$ cat src/rtl/recv_buffer_if.sv
// recv_buffer_if: byte stream bundle between the UART receiver side,
// the receive FIFO and the consuming core.
//   in_data/in_valid : receiver byte strobe (no backpressure)
//   flush            : synchronous clear on mode switch
//   out_data/out_valid/out_ready : FWFT head byte with pop handshake
//   overrun/overrun_cnt          : dropped-byte status
// master = producer/consumer side, slave = the FIFO.
interface recv_buffer_if #(
    parameter int OVERRUN_WIDTH = 8
);
    logic [7:0]               in_data;
    logic                     in_valid;
    logic                     flush;
    logic [7:0]               out_data;
    logic                     out_valid;
    logic                     out_ready;
    logic                     overrun;
    logic [OVERRUN_WIDTH-1:0] overrun_cnt;

    modport master (
        output in_data, in_valid, flush, out_ready,
        input  out_data, out_valid, overrun, overrun_cnt
    );

    modport slave (
        input  in_data, in_valid, flush, out_ready,
        output out_data, out_valid, overrun, overrun_cnt
    );
endinterface

$ cat src/rtl/recv_buffer.sv
// recv_buffer: 2**DEPTH_WIDTH x 8 first-word-fall-through byte FIFO
// between the UART receiver and the core.
//   CLK, RST_N  : clock, asynchronous active-low reset
//   bus (slave) : in_data/in_valid push, out_data/out_valid/out_ready pop,
//                 flush, overrun (sticky) and overrun_cnt (saturating)
// Optional macro RECV_BUFFER_LEVEL_EN adds ports:
//   level       : current fill count (DEPTH_WIDTH+1 bits)
//   almost_full : count >= depth - 2
module recv_buffer #(
    parameter int DEPTH_WIDTH   = 4,
    parameter int OVERRUN_WIDTH = 8
) (
    input  logic             CLK,
    input  logic             RST_N,
    recv_buffer_if.slave     bus
`ifdef RECV_BUFFER_LEVEL_EN
    ,
    output logic [DEPTH_WIDTH:0] level,
    output logic                 almost_full
`endif
);
    localparam int DEPTH = 2 ** DEPTH_WIDTH;
    localparam logic [DEPTH_WIDTH:0] FULL_CNT = (DEPTH_WIDTH + 1)'(DEPTH);

    logic [7:0]               r_mem [DEPTH];
    logic [DEPTH_WIDTH-1:0]   r_wr_ptr;
    logic [DEPTH_WIDTH-1:0]   r_rd_ptr;
    logic [DEPTH_WIDTH:0]     r_count;
    logic [7:0]               r_out_data;
    logic                     r_overrun;
    logic [OVERRUN_WIDTH-1:0] r_ovr_cnt;

    logic                     w_full;
    logic                     w_empty;
    logic                     w_pop;
    logic                     w_push;
    logic                     w_drop;
    logic                     w_bypass;
    logic [DEPTH_WIDTH-1:0]   w_rd_next;
    logic [7:0]               w_next_data;

    assign w_full  = (r_count == FULL_CNT);
    assign w_empty = (r_count == '0);
    assign w_pop   = bus.out_ready && !w_empty;
    // A pop on a full FIFO frees the slot the incoming byte lands in.
    assign w_push  = bus.in_valid && (!w_full || w_pop);
    assign w_drop  = bus.in_valid && w_full && !w_pop;

    assign w_rd_next = r_rd_ptr + DEPTH_WIDTH'(w_pop);
    // When the FIFO is empty after this cycle's pop, the new head is the
    // byte being written right now, which is not yet in r_mem.
    assign w_bypass    = w_push && (r_count == {{DEPTH_WIDTH{1'b0}}, w_pop});
    assign w_next_data = w_bypass ? bus.in_data : r_mem[w_rd_next];

    always_ff @(posedge CLK) begin
        if (w_push && !bus.flush) begin
            r_mem[r_wr_ptr] <= bus.in_data;
        end
    end

    always_ff @(posedge CLK or negedge RST_N) begin
        if (!RST_N) begin
            r_wr_ptr   <= '0;
            r_rd_ptr   <= '0;
            r_count    <= '0;
            r_out_data <= '0;
            r_overrun  <= 1'b0;
            r_ovr_cnt  <= '0;
        end else if (bus.flush) begin
            r_wr_ptr   <= '0;
            r_rd_ptr   <= '0;
            r_count    <= '0;
            r_out_data <= '0;
            r_overrun  <= 1'b0;
            r_ovr_cnt  <= '0;
        end else begin
            r_out_data <= w_next_data;
            r_rd_ptr   <= w_rd_next;
            if (w_push) begin
                r_wr_ptr <= r_wr_ptr + 1'b1;
            end
            case ({w_push, w_pop})
                2'b10:   r_count <= r_count + 1'b1;
                2'b01:   r_count <= r_count - 1'b1;
                default: r_count <= r_count;
            endcase
            if (w_drop) begin
                r_overrun <= 1'b1;
                if (r_ovr_cnt != '1) begin
                    r_ovr_cnt <= r_ovr_cnt + 1'b1;
                end
            end
        end
    end

    assign bus.out_data    = r_out_data;
    assign bus.out_valid   = !w_empty;
    assign bus.overrun     = r_overrun;
    assign bus.overrun_cnt = r_ovr_cnt;

`ifdef RECV_BUFFER_LEVEL_EN
    assign level       = r_count;
    assign almost_full = (r_count >= FULL_CNT - 2'd2);
`endif
endmodule

$ cat src/flat_wrapper.sv
// flat-port wrapper written by rule: the top's interface ports become plain ports
module recv_buffer_flat 
#(
    parameter int DEPTH_WIDTH   = 4,
    parameter int OVERRUN_WIDTH = 8
)
  (CLK, RST_N, bus_in_data, bus_in_valid, bus_flush, bus_out_ready, bus_out_data, bus_out_valid, bus_overrun, bus_overrun_cnt);
  recv_buffer_if #(.OVERRUN_WIDTH(OVERRUN_WIDTH)) bus_i ();
  input  logic CLK;
  input  logic RST_N;
  input wire logic [$bits(bus_i.in_data)-1:0] bus_in_data;
  input wire logic [$bits(bus_i.in_valid)-1:0] bus_in_valid;
  input wire logic [$bits(bus_i.flush)-1:0] bus_flush;
  input wire logic [$bits(bus_i.out_ready)-1:0] bus_out_ready;
  output wire logic [$bits(bus_i.out_data)-1:0] bus_out_data;
  output wire logic [$bits(bus_i.out_valid)-1:0] bus_out_valid;
  output wire logic [$bits(bus_i.overrun)-1:0] bus_overrun;
  output wire logic [$bits(bus_i.overrun_cnt)-1:0] bus_overrun_cnt;
  assign bus_i.in_data = bus_in_data;
  assign bus_i.in_valid = bus_in_valid;
  assign bus_i.flush = bus_flush;
  assign bus_i.out_ready = bus_out_ready;
  assign bus_out_data = bus_i.out_data;
  assign bus_out_valid = bus_i.out_valid;
  assign bus_overrun = bus_i.overrun;
  assign bus_overrun_cnt = bus_i.overrun_cnt;
  recv_buffer #(.DEPTH_WIDTH(DEPTH_WIDTH), .OVERRUN_WIDTH(OVERRUN_WIDTH)) u_core (.CLK(CLK), .RST_N(RST_N), .bus(bus_i));
endmodule
$ cat config.mk
export PLATFORM = sky130hd
export DESIGN_NAME = recv_buffer_flat
export DESIGN_NICKNAME = d
export VERILOG_FILES = /design/src/rtl/recv_buffer_if.sv /design/src/rtl/recv_buffer.sv /design/src/flat_wrapper.sv
export SDC_FILE = /design/constraint.sdc
export NUM_CORES = 1
export LEC_CHECK = 0
export BUFFER_PORTS_ARGS = -buffer_cell sky130_fd_sc_hd__clkbuf_2
export CORE_MARGIN = 1
export CORE_UTILIZATION = 39
export DETAILED_ROUTE_END_ITERATION = 6
export GPL_TIMING_DRIVEN = 0
export MAX_ROUTING_LAYER = met4
export PLACE_DENSITY = 0.56
export REMOVE_ABC_BUFFERS = 1
export SLEW_MARGIN = 20
export SYNTH_ARGS = -nofsm -noshare
export SYNTH_HDL_FRONTEND = slang
export SYNTH_SLANG_ARGS = --single-unit
$ cat constraint.sdc
create_clock -name CLK -period 2.95 [get_ports CLK]
set_clock_uncertainty 0.1 [all_clocks]
set_input_delay 0.59 -clock CLK [delete_from_list [all_inputs] [get_ports CLK]]
set_output_delay 0.59 -clock CLK [all_outputs]
set_load 0.03 [all_outputs]
==> results.md, run 1 <==
* Met3 wire len at 667 µm
* Max FO, Critical Path at 7
* Worst slew margin at 36.8%
* Total grt overflow at 0
* Metal1 wirelength at 6.03 mm
* MaxCap Viol Count at 0
* Num Clock Sinks at 158
* Clock H-tree levels at 4
* CP arrival at 3.16 ns
* Synth top area cells: edfxtp_1 (59%), dfrtp_1 (12%), mux4_2 (11%), mux2_2 (2.8%), nor2_1 (2.1%)
* Critical-path top delay cell: mux4_2
* Total iterations of the first detailed-routing run at 4
* WL/cell at 20.9 µm
* Final #Nets at 443
* Critical path class: flip-flop to flip-flop
* CP cell instances: or3_4 > o31ai_4 > inv_2 > ha_4 > buf_16 > mux4_2 > mux2_4 > a22oi_2 > nand2_1
* Post-synth top cells: edfxtp_1 (128), nor2_1 (37), mux4_2 (32), dfrtp_1 (30), nand2_1 (28)
* Setup crit start kind: flip-flop
* Final Hold Violating Endpoints at 0
* Root buffer cell: clkbuf_16
* Minimum clock period at 2.97 ns
* Post-synthesis mux area share at 14.1%
* I/O Buffers at 30
* Synthesized instance count at 372
* Core ar. at 16,100 µm²
* DRT Wirelength at 13.6 mm
* Type of the tightest min-delay check: input port to async pin
* Initial DRC Count at 252
* Top-count cell post-synth: edfxtp_1
* Vias in the first global route at 3,536
* Latest clock arrival within the worst-skew pair at 0.42 ns
* Compound-Gate Fraction of Synth Area at 3.09%
* First-pass GRT wire length at 20.9 mm
* Synth warnings at 0
* Post-DR vias/cell at 5.23
* Final setup fails at 2
* Length of routed met2 wiring at 6.68 mm
* RSZ-0062 raised after global routing: true
* Ratio of final minimum period to clock period at 101%
* Fillcell total at 1,389
* Number of I/O pins at 31
* Vias at 3,399
* Maximum VDD drop at 444 µV
* Syn-to-layout area delta at 20.7%
* Ys flop type: edfxtp_1
* EDFF count, synth at 128
* Syn avg cell area at 17.5 µm²
* Initial Util at 40.4%
* Antenna Cells at 0
* CP max stage delay at 0.51 ns
* Post-Syn Area at 6510 µm²
* Yosys reg bits at 158
* Worst path required time at 3.14 ns
* CTS tree: built
* FFs w/ async S/R, synth at 19.0%
* Chip width at 131 µm
* Min setup slack post-route at -0.0195 ns
* PD cells at 944 nW/µm²
* Synth Area in XOR/XNOR at 2.02%
* Setup tns final at -0.0317 ns
* Fmax at 337 MHz
* Largest net degree at the start of global routing at 31
* Share of cells above drive strength 1 at 37.8%
* Synth cell types at 42
* FF-to-FF Start: u_core.r_count[3]$_DFFE_PN0P_
* GP Congestion at 0.736
* Worst path top cell family by delay: multiplexers
* Register area share after synthesis at 70.6%
* Tightest Pin Transition at 0.944 ns
* Total Routing Usage GR at 17.4%
* Top Layer Used: met4
* Clock buffer depth at 2
* Leak at 2.71 nW
* CP Buf/Inv Count at 2
* Crit end category: flip-flop
* CTS Buf Count at 17
* Die Height at 131 µm
* R2r setup slk at -0.02 ns
* Die area at 17,200 µm²
* FF-to-FF path depth at 9
* Adder-cell share of the synthesized area at 1.73%
* Synth Area in Simple Gates at 6.92%
* Clock-pin slew on the worst setup and hold paths at 0.06 ns
* Antenna-violating nets left at 0
* Initial antenna violation count at 0
* Violated checks: negative setup slack
* Residual DRC count at 0
* R2r endpoint: u_core.bus.out_data[0]$_DFF_PN0_
* Row cnt at 46
* DP Worst Slack at -0.429 ns
* Yosys top cell area share at 59.0%
* Synth area leader: edfxtp_1
* HPWL after detailed placement at 7.64 mm
* Slew Viols, Final at 0
* Largest family of logic cells by synthesized area: multiplexers
* Status: complete, but fails checks
per-layer routing:
layer | global-route usage [%] | vias up
met1 | 23.2 | 1774
met2 | 25.7 | 74
met3 | 4.55 | 13
li1 | - | 1538
met5 | - | -
met4 | 6.41 | 0
per-stage QoR:
step	area, µm²	hold slack, ns	utilization (%)	cells	total power, mW
floorplan	6430	0.194	-	357	4.13
global placement	6850	0.386	42.5	603	4.56
detailed placement	6940	0.396	43.1	605	4.72
CTS	7880	0.194	48.9	651	7.59
global route	7860	0.217	48.8	650	7.74
finish	7860	0.173	48.8	650	7.42
worst register-to-register path: stages (launching register included):
cell	delay, ns
dfrtp_2	0.41
or3_4	0.41
o31ai_4	0.23
inv_2	0.07
ha_4	0.39
buf_16	0.18
mux4_2	0.52
mux2_4	0.28
a22oi_2	0.15
nand2_1	0.10
where the power goes:
part | internal, mW | switching, mW | leakage (nW)
sequential | 2.52 | 0.0811 | 1.56
combinational | 1.41 | 1.21 | 0.884
clock | 1.35 | 0.847 | 0.274
total | 5.28 | 2.14 | 2.71
how the worst max path moves through the flow:
stage,start,endpoint,slack (ns),cells past startpoint
3_3_place_gp,u_core.r_count[2]$_DFFE_PN0P_,u_core.bus.out_data[0]$_DFF_PN0_,-1.75,8
3_5_place_dp,u_core.r_count[2]$_DFFE_PN0P_,u_core.bus.out_data[0]$_DFF_PN0_,-0.43,10
5_1_grt,u_core.r_count[3]$_DFFE_PN0P_,u_core.bus.out_data[7]$_DFF_PN0_,-0.12,9
2_1_floorplan,u_core.r_count[2]$_DFFE_PN0P_,u_core.bus.out_data[6]$_DFF_PN0_,-0.88,8
6_report,u_core.r_count[3]$_DFFE_PN0P_,u_core.bus.out_data[0]$_DFF_PN0_,-0.02,9
4_1_cts,u_core.r_count[2]$_DFFE_PN0P_,u_core.bus.out_data[1]$_DFF_PN0_,-0.10,10
timing repair:
item | 4_1_cts | 5_1_grt
resized for setup | 37 | 7
pin swaps | 13 | 10
hold buffers | 0 | 0
setup endpoints to repair | 112 | 103
buffers inserted | 10 | 1
gates cloned | 4 | 0
sequential cells by signal, indices dropped and copies added, names as in the netlist:
signal / cells
u_core.bus.out_data: 8
u_core.r_mem: 128
u_core.r_rd_ptr: 4
u_core.bus.overrun: 1
u_core.r_wr_ptr: 4
u_core.r_count: 5
u_core.bus.overrun_cnt: 8
kinds of logic (layout without fill, tap and decap cells):
| group | Yosys count | after routing |
|---|---|---|
| adders and majority gates | 9 | 9 |
| muxes | 50 | 50 |
| buffers and inverters | 20 | 82 |
| AOI/OAI and AO/OA | 26 | 26 |
| and+or+nand+nor | 94 | 94 |
| DFF | 158 | 158 |
| xor gates and xnor gates | 15 | 15 |
area by class of cell:
class	count	area (µm²)	area share, %
Clock buffer	22	454	5.78
Tap cell	216	270	3.44
Multi-Input combinational cell	194	1990	25.4
Clock inverter	10	141	1.80
Inverter	5	18.8	0.239
Timing Repair Buffer	45	382	4.86
Sequential cell	158	4600	58.5
cell usage in the layout, fill, tap and decap left out, types with 12 or more instances in the layout:
master,Yosys,routed
mux2_4,0,12
mux4_2,32,32
dfrtp_1,30,28
nor2_1,37,21
edfxtp_1,128,128
clkbuf_16,0,17
nor2_2,1,17
clkbuf_2,0,30
nand2_1,28,28
Note: power is estimated with default switching activity, not from simulation.
==> run 2: changes to the inputs <==
--- a/config.mk
+++ b/config.mk
@@ -5,6 +5,7 @@
 export SDC_FILE = /design/constraint.sdc
 export NUM_CORES = 1
 export LEC_CHECK = 0
+export ABC_AREA = 1
 export BUFFER_PORTS_ARGS = -buffer_cell sky130_fd_sc_hd__clkbuf_2
 export CORE_MARGIN = 1
 export CORE_UTILIZATION = 39
==> run 2 against run 1 <==
Net effect:
- the run now ends clean
- combinational power grew 11%
- maximum frequency increased by 9.5%
- utilization shrank 2.3 points
- power rose by 4.1%
- final cell count grew 36%
- sequential share of layout area decreased by 1.2 points
- final area is 2.0% higher
- routed wire length is 20% higher
- global-route usage rose by 2.3 points
- clock-buffer cell count shrank 4
- largest power group unchanged
- die area increased by 4.9%
==> results.md, run 2 <==
* Initial Util at 39.7%
* Yosys reg bits at 158
* Most frequent cells in the layout: nand2_1 (168), edfxtp_1 (128), nand3_1 (59)
* MaxCap Viol Count at 0
* Hold buffers post-CTS at 0
* Final Hold Violating Endpoints at 0
* Initial DRC Count at 432
* Setup tns final at 0 ns
* Adder-cell share of the synthesized area at 1.65%
* Die area at 18,100 µm²
* Residual DRC count at 0
* Num Clock Sinks at 158
* Register area share after synthesis at 67.2%
* Syn avg cell area at 11.2 µm²
* Non-Filler Cell Area, Final at 8010 µm²
* Total grt overflow at 0
* Max FO, Critical Path at 65
* Fillcell total at 1,549
* Vias in the first global route at 4,477
* Worst path required time at 3.13 ns
* RSZ-0062 raised after global routing: false
* Synth cell types at 36
* Post-synth top cells: nand2_1 (168), edfxtp_1 (128), nand3_1 (59), a21oi_1 (45), inv_1 (32)
* Max reg flops at 128
* GP Congestion at 0.864
* Synthesized instance count at 613
* R2r setup slk at 0.24 ns
* Critical path class: flip-flop to flip-flop
* Seq pwr share at 33.9%
* Chip width at 134 µm
* CTS Buf Count at 17
* Final #Nets at 669
* Synth area leader: edfxtp_1
* Ys flop type: edfxtp_1
* Non-filler cells, final at 885
* Most common cell after layout, fill and taps aside: nand2_1
* Antenna Cells at 0
* First-pass GRT wire length at 25.3 mm
* Net Sw Power at 2.99 mW
* Post-DR vias/cell at 5.31
* Status: finished clean
* Largest net degree at the start of global routing at 66
* Clock Power Share at 28.4%
* FF-to-FF path depth at 12
* Row cnt at 48
* Total iterations of the first detailed-routing run at 5
* Switching share of power at 38.8%
* Post-DP Area at 7290 µm²
* Synth top area cells: edfxtp_1 (56%), dfrtp_1 (11%), nand2_1 (9.2%), nand3_1 (4.3%), a21oi_1 (3.3%)
* Setup crit start kind: flip-flop
* Fmax at 369 MHz
* FF-to-FF Start: u_core.r_count[2]$_DFFE_PN0P_
* CP arrival at 2.89 ns
* Ratio of final minimum period to clock period at 91.9%
* Crit end category: flip-flop
* Core ar. at 17,200 µm²
* Placed insts at 845
* Slew Viols, Final at 0
* HPWL after detailed placement at 9.50 mm
* Clock H-tree levels at 4
* Pint at 4.73 mW
* Worst slew margin at 35.8%
* Biggest register: u_core.r_mem
* Syn-to-layout area delta at 17.2%
* Synth Area in XOR/XNOR at 0.732%
* EDFF count, synth at 128
* Minimum clock period at 2.71 ns
* Root buffer cell: clkbuf_16
* FFs w/ async S/R, synth at 19.0%
* Final setup fails at 0
* Fin util at 46.5%
* Initial antenna violation count at 0
* Vias at 4,698
* Compound-Gate Fraction of Synth Area at 8.02%
* DRT Wirelength at 16.3 mm
* Logic pwr share at 37.7%
* Top-count cell post-synth: nand2_1
* Leak at 3.13 nW
* Synth Area in Simple Gates at 18.3%
* Maximum VDD drop at 465 µV
* Synth warnings at 0
* I/O Buffers at 30
* WL/cell at 18.4 µm
* Critical Path Start: u_core.r_count[2]$_DFFE_PN0P_
* Post-Syn Area at 6840 µm²
* Share of cells above drive strength 1 at 18.0%
* Type of the tightest min-delay check: input port to async pin
* Antenna-violating nets left at 0
* Clock buffer depth at 2
* Latest clock arrival within the worst-skew pair at 0.43 ns
* R2r endpoint: u_core.bus.out_data[7]$_DFF_PN0_
* Post-synthesis mux area share at 0%
* Worst setup endpoint: u_core.bus.out_data[7]$_DFF_PN0_
* Largest family of logic cells by synthesized area: simple AND/OR/NAND/NOR gates
* Die Height at 134 µm
* Yosys top cell area share at 56.2%
* Tightest Pin Transition at 0.958 ns
* Number of I/O pins at 31
* CTS tree: built
* PD cells at 964 nW/µm²
* Total Routing Usage GR at 19.7%
* Clock-pin slew on the worst setup and hold paths at 0.06 ns
run 2: critical path, cell delays in order (launching register included):
cell and delay, ns:
dfrtp_1 0.44, nor2_4 0.18, nand3_2 0.16, nand2_1 0.16, inv_1 0.09, ha_4 0.49, inv_8 0.22, nand2_1 0.11
nand3_1 0.07, nand3_1 0.13, nand2_1 0.11, o22ai_1 0.20, a21oi_1 0.08
run 2: per-stage QoR:
step | hold slack [ns] | power, mW | setup WS (ns)
final | 0.166 | 7.72 | 0.238
after global routing | 0.208 | 8.18 | 0.0792
after floorplan | 0.194 | 4.45 | -1.18
after global placement | 0.385 | 5.13 | -3.04
after detailed placement | 0.393 | 5.31 | -0.804
after CTS | 0.187 | 7.65 | 0.0298
run 2: timing repair:
item	4_1_cts	5_1_grt
hold endpoints to repair	0	0
endpoints found under the setup margin	9	8
pin swaps	2	3
buffers inserted	2	6
gates resized for setup	3	5
run 2: kinds of logic (layout without fill, tap and decap cells):
family / after synthesis / after routing
flops: 158 / 158
fa+ha+maj: 9 / 9
buf+inv: 66 / 113
simple gates: 285 / 285
compound gates: 91 / 91
xor+xnor: 4 / 4
run 2: how the worst min path moves through the flow:
stage | from | end | cells past startpoint
after floorplan | RST_N | u_core.bus.out_data[0]$_DFF_PN0_ | 0
after global placement | u_core.bus.overrun$_DFFE_PN0P_ | u_core.bus.overrun$_DFFE_PN0P_ | 2
after detailed placement | u_core.bus.overrun$_DFFE_PN0P_ | u_core.bus.overrun$_DFFE_PN0P_ | 2
after CTS | RST_N | u_core.bus.out_data[2]$_DFF_PN0_ | 1
after global routing | RST_N | u_core.bus.overrun_cnt[1]$_DFFE_PN0P_ | 1
final | RST_N | u_core.bus.overrun_cnt[1]$_DFFE_PN0P_ | 1
run 2: layout make-up:
type / count / area, µm² / share of cell area, %
clock inverters: 14 / 158 / 1.97
well taps: 225 / 282 / 3.51
flip-flops and latches: 158 / 4590 / 57.3
multi-input cells: 389 / 2070 / 25.8
inverters: 38 / 155 / 1.94
clock buffers: 18 / 439 / 5.48
repair buffers: 43 / 320 / 4.00
run 2: routing by layer:
layer	global-route usage, %	wire [µm]
met1	26.1	7170
met2	30.7	7960
met3	4.23	997
met4	5.37	157
met5	-	0
run 2: power groups by stage:
stage / combinational (mW) / clock [mW] / sequential [mW]
floorplan: 1.70 / 0 / 2.75
global placement: 2.48 / 0 / 2.65
detailed placement: 2.64 / 0 / 2.66
CTS: 2.80 / 2.23 / 2.62
global route: 3.23 / 2.33 / 2.63
finish: 2.91 / 2.20 / 2.62
==> run 3: changes to the inputs <==
==> constraint.sdc (replaced) <==
create_clock -name CLK -period 2.95 [get_ports CLK]
set_clock_uncertainty 0.1 [all_clocks]
set_input_delay 0.295 -clock CLK [delete_from_list [all_inputs] [get_ports CLK]]
set_output_delay 0.295 -clock CLK [all_outputs]
set_load 0.03 [all_outputs]
==> run 3 against run 2 <==
Net effect:
- worst setup slack better by 0.0052 ns
- sequential share of layout area is 0.072 points lower
- die area stayed put
- final cell count is 0.11% higher
- clock power hardly changed
- sequential cell count stayed put
- critical path depth is 1 higher
- combinational power hardly changed
- via count hardly changed
- largest cell class unchanged
- largest power group unchanged
- highest routed layer unchanged
==> results.md, run 3 (synthesis gave the netlist of run 2 again) <==
* Status: finished clean
* Slew Viols, Final at 0
* WL/cell at 18.3 µm
* Number of I/O pins at 31
* Most used routing layer: met2
* Latest clock arrival within the worst-skew pair at 0.43 ns
* Worst slew margin at 36.3%
* Vias at 4,701
* Most common cell after layout, fill and taps aside: nand2_1
* Clock Power Share at 28.4%
* Vias in the first global route at 4,480
* Total iterations of the first detailed-routing run at 5
* Final Hold Violating Endpoints at 0
* Largest net degree at the start of global routing at 66
* MaxCap Viol Count at 0
* Met2 GRT Util at 30.7%
* Total grt overflow at 0
* Fillcell total at 1,551
* Row cnt at 48
* Critical path class: flip-flop to flip-flop
* Max FO, Critical Path at 30
* Multi-input logic area at 2070 µm²
* Fin util at 46.6%
* Initial antenna violation count at 0
* Final #Nets at 670
* Critical-path top delay cell: dfrtp_1
* GP Congestion at 0.864
* Antenna Cells at 0
* M3 GR Usage at 4.23%
* DRT Wirelength at 16.2 mm
* Tightest Pin Transition at 0.950 ns
* Pint at 4.73 mW
* Min setup slack post-route at 0.243 ns
* CP cell instances: nor2_4 > nand3_2 > nand2_1 > inv_1 > ha_4 > ha_4 > inv_4 > buf_12 > nand3_1 > nand3_1 > nand2_1 > o22ai_1 > a21oi_2
* Post-DR vias/cell at 5.31
* Fmax at 369 MHz
* Initial DRC Count at 461
* PD cells at 963 nW/µm²
* Worst path required time at 3.14 ns
* Num Clock Sinks at 158
* Core ar. at 17,200 µm²
* Final setup fails at 0
* Clock buffer depth at 2
* Placed insts at 845
* Setup crit start kind: flip-flop
* CTS tree: built
* Minimum clock period at 2.71 ns
* RSZ-0062 raised after global routing: false
* Die area at 18,100 µm²
* HPWL after detailed placement at 9.50 mm
* CP arrival at 2.90 ns
* Seq pwr share at 33.9%
* Leak at 3.14 nW
* Crit end category: flip-flop
* I/O Buffers at 30
* Die Height at 134 µm
* Root buffer cell: clkbuf_16
* Max reg flops at 128
* Residual DRC count at 0
* DP Worst Slack at -0.804 ns
* Total Routing Usage GR at 19.7%
* Chip width at 134 µm
* Maximum VDD drop at 463 µV
* Antenna-violating nets left at 0
* Worst path top cell family by delay: simple AND/OR/NAND/NOR gates
* CP Buf/Inv Count at 3
* Switching share of power at 38.8%
* Clock H-tree levels at 4
* Clock-pin slew on the worst setup and hold paths at 0.06 ns
* Share of cells above drive strength 1 at 18.0%
* Ratio of final minimum period to clock period at 91.8%
* Seq. cell area at 4590 µm²
* Initial Util at 39.7%
* CTS Buf Count at 17
* Type of the tightest min-delay check: input port to flip-flop
* Syn-to-layout area delta at 17.4%
* Biggest register: u_core.r_mem
* Most frequent cells in the layout: nand2_1 (168), edfxtp_1 (128), nand3_1 (59)
* Net Sw Power at 3.00 mW
* First-pass GRT wire length at 25.3 mm
* Non-filler cells, final at 886
* Logic pwr share at 37.7%
* GR Util met1 at 26.1%
* CP max stage delay at 0.44 ns
## run 3: changes by cell type in the layout (fill, tap and decap cells not counted), sizes merged
cell / previous run / this run
dlygate4sd3: 0 / 1
## run 3: cell type report
class / instances / area share (%)
flip-flops and latches: 158 / 57.3
multi-input cells: 389 / 25.7
clock buffers: 18 / 5.47
repair buffers: 44 / 4.12
well taps: 225 / 3.51
clock inverters: 14 / 1.96
inverters: 38 / 1.93
## run 3: worst paths after layout
check / from / endpoint / slack [ns] / cells past startpoint
max in group asynchronous: RST_N / u_core.bus.out_data[0]$_DFF_PN0_ / 1.77 / 2
hold reg to reg: u_core.bus.overrun$_DFFE_PN0P_ / u_core.bus.overrun$_DFFE_PN0P_ / 0.40 / 2
setup / recovery: u_core.r_count[2]$_DFFE_PN0P_ / u_core.bus.out_data[5]$_DFF_PN0_ / 0.24 / 13
setup reg to reg: u_core.r_count[2]$_DFFE_PN0P_ / u_core.bus.out_data[5]$_DFF_PN0_ / 0.24 / 13
min in group asynchronous: RST_N / u_core.bus.overrun_cnt[1]$_DFFE_PN0P_ / 0.42 / 2
hold / removal: bus_in_valid / u_core.r_wr_ptr[3]$_DFFE_PN0P_ / 0.16 / 4
## run 3: repair_timing
item	4_1_cts	5_1_grt
endpoints found under the hold margin	30	0
resized for setup	3	5
setup buffers	2	6
setup endpoints to repair	9	8
gates cloned	0	0
hold buffers	1	0
pin swaps	2	3
## run 3: worst reg2reg max path, cell delays in order (launching register included)
cell and delay (ns):
dfrtp_1 0.44, nor2_4 0.18, nand3_2 0.16, nand2_1 0.16, inv_1 0.09, ha_4 0.18
ha_4 0.28, inv_4 0.16, buf_12 0.22, nand3_1 0.09, nand3_1 0.13, nand2_1 0.07
o22ai_1 0.24, a21oi_2 0.08
## run 3: per-layer routing
layer / vias up / wire length [µm] / share of wire, %
li1: 2208 / - / -
met1: 2314 / 7190 / 44
met2: 165 / 7930 / 49
met3: 14 / 976 / 6.0
met4: 0 / 146 / 0.90
met5: - / 0 / 0
## run 3: power groups by stage
stage	Combinational, mW	Clock, mW	Sequential, mW
floorplan	1.70	0	2.75
global placement	2.48	0	2.65
finish	2.91	2.20	2.62
CTS	2.80	2.23	2.62
detailed placement	2.64	0	2.66
global route	3.23	2.33	2.63
## run 3: per-stage QoR
| stage | TNS [ns] | instance area (µm²) | power [mW] | hold slack (ns) |
|---|---|---|---|---|
| 2_1_floorplan | -9.93 | 6700 | 4.45 | -0.101 |
| 3_3_place_gp | -27.32 | 7130 | 5.13 | 0.344 |
| 5_1_grt | 0 | 8020 | 8.18 | 0.166 |
| 4_1_cts | 0 | 7940 | 7.65 | 0.144 |
| 3_5_place_dp | -6.11 | 7290 | 5.31 | 0.351 |
| 6_report | 0 | 8020 | 7.73 | 0.155 |
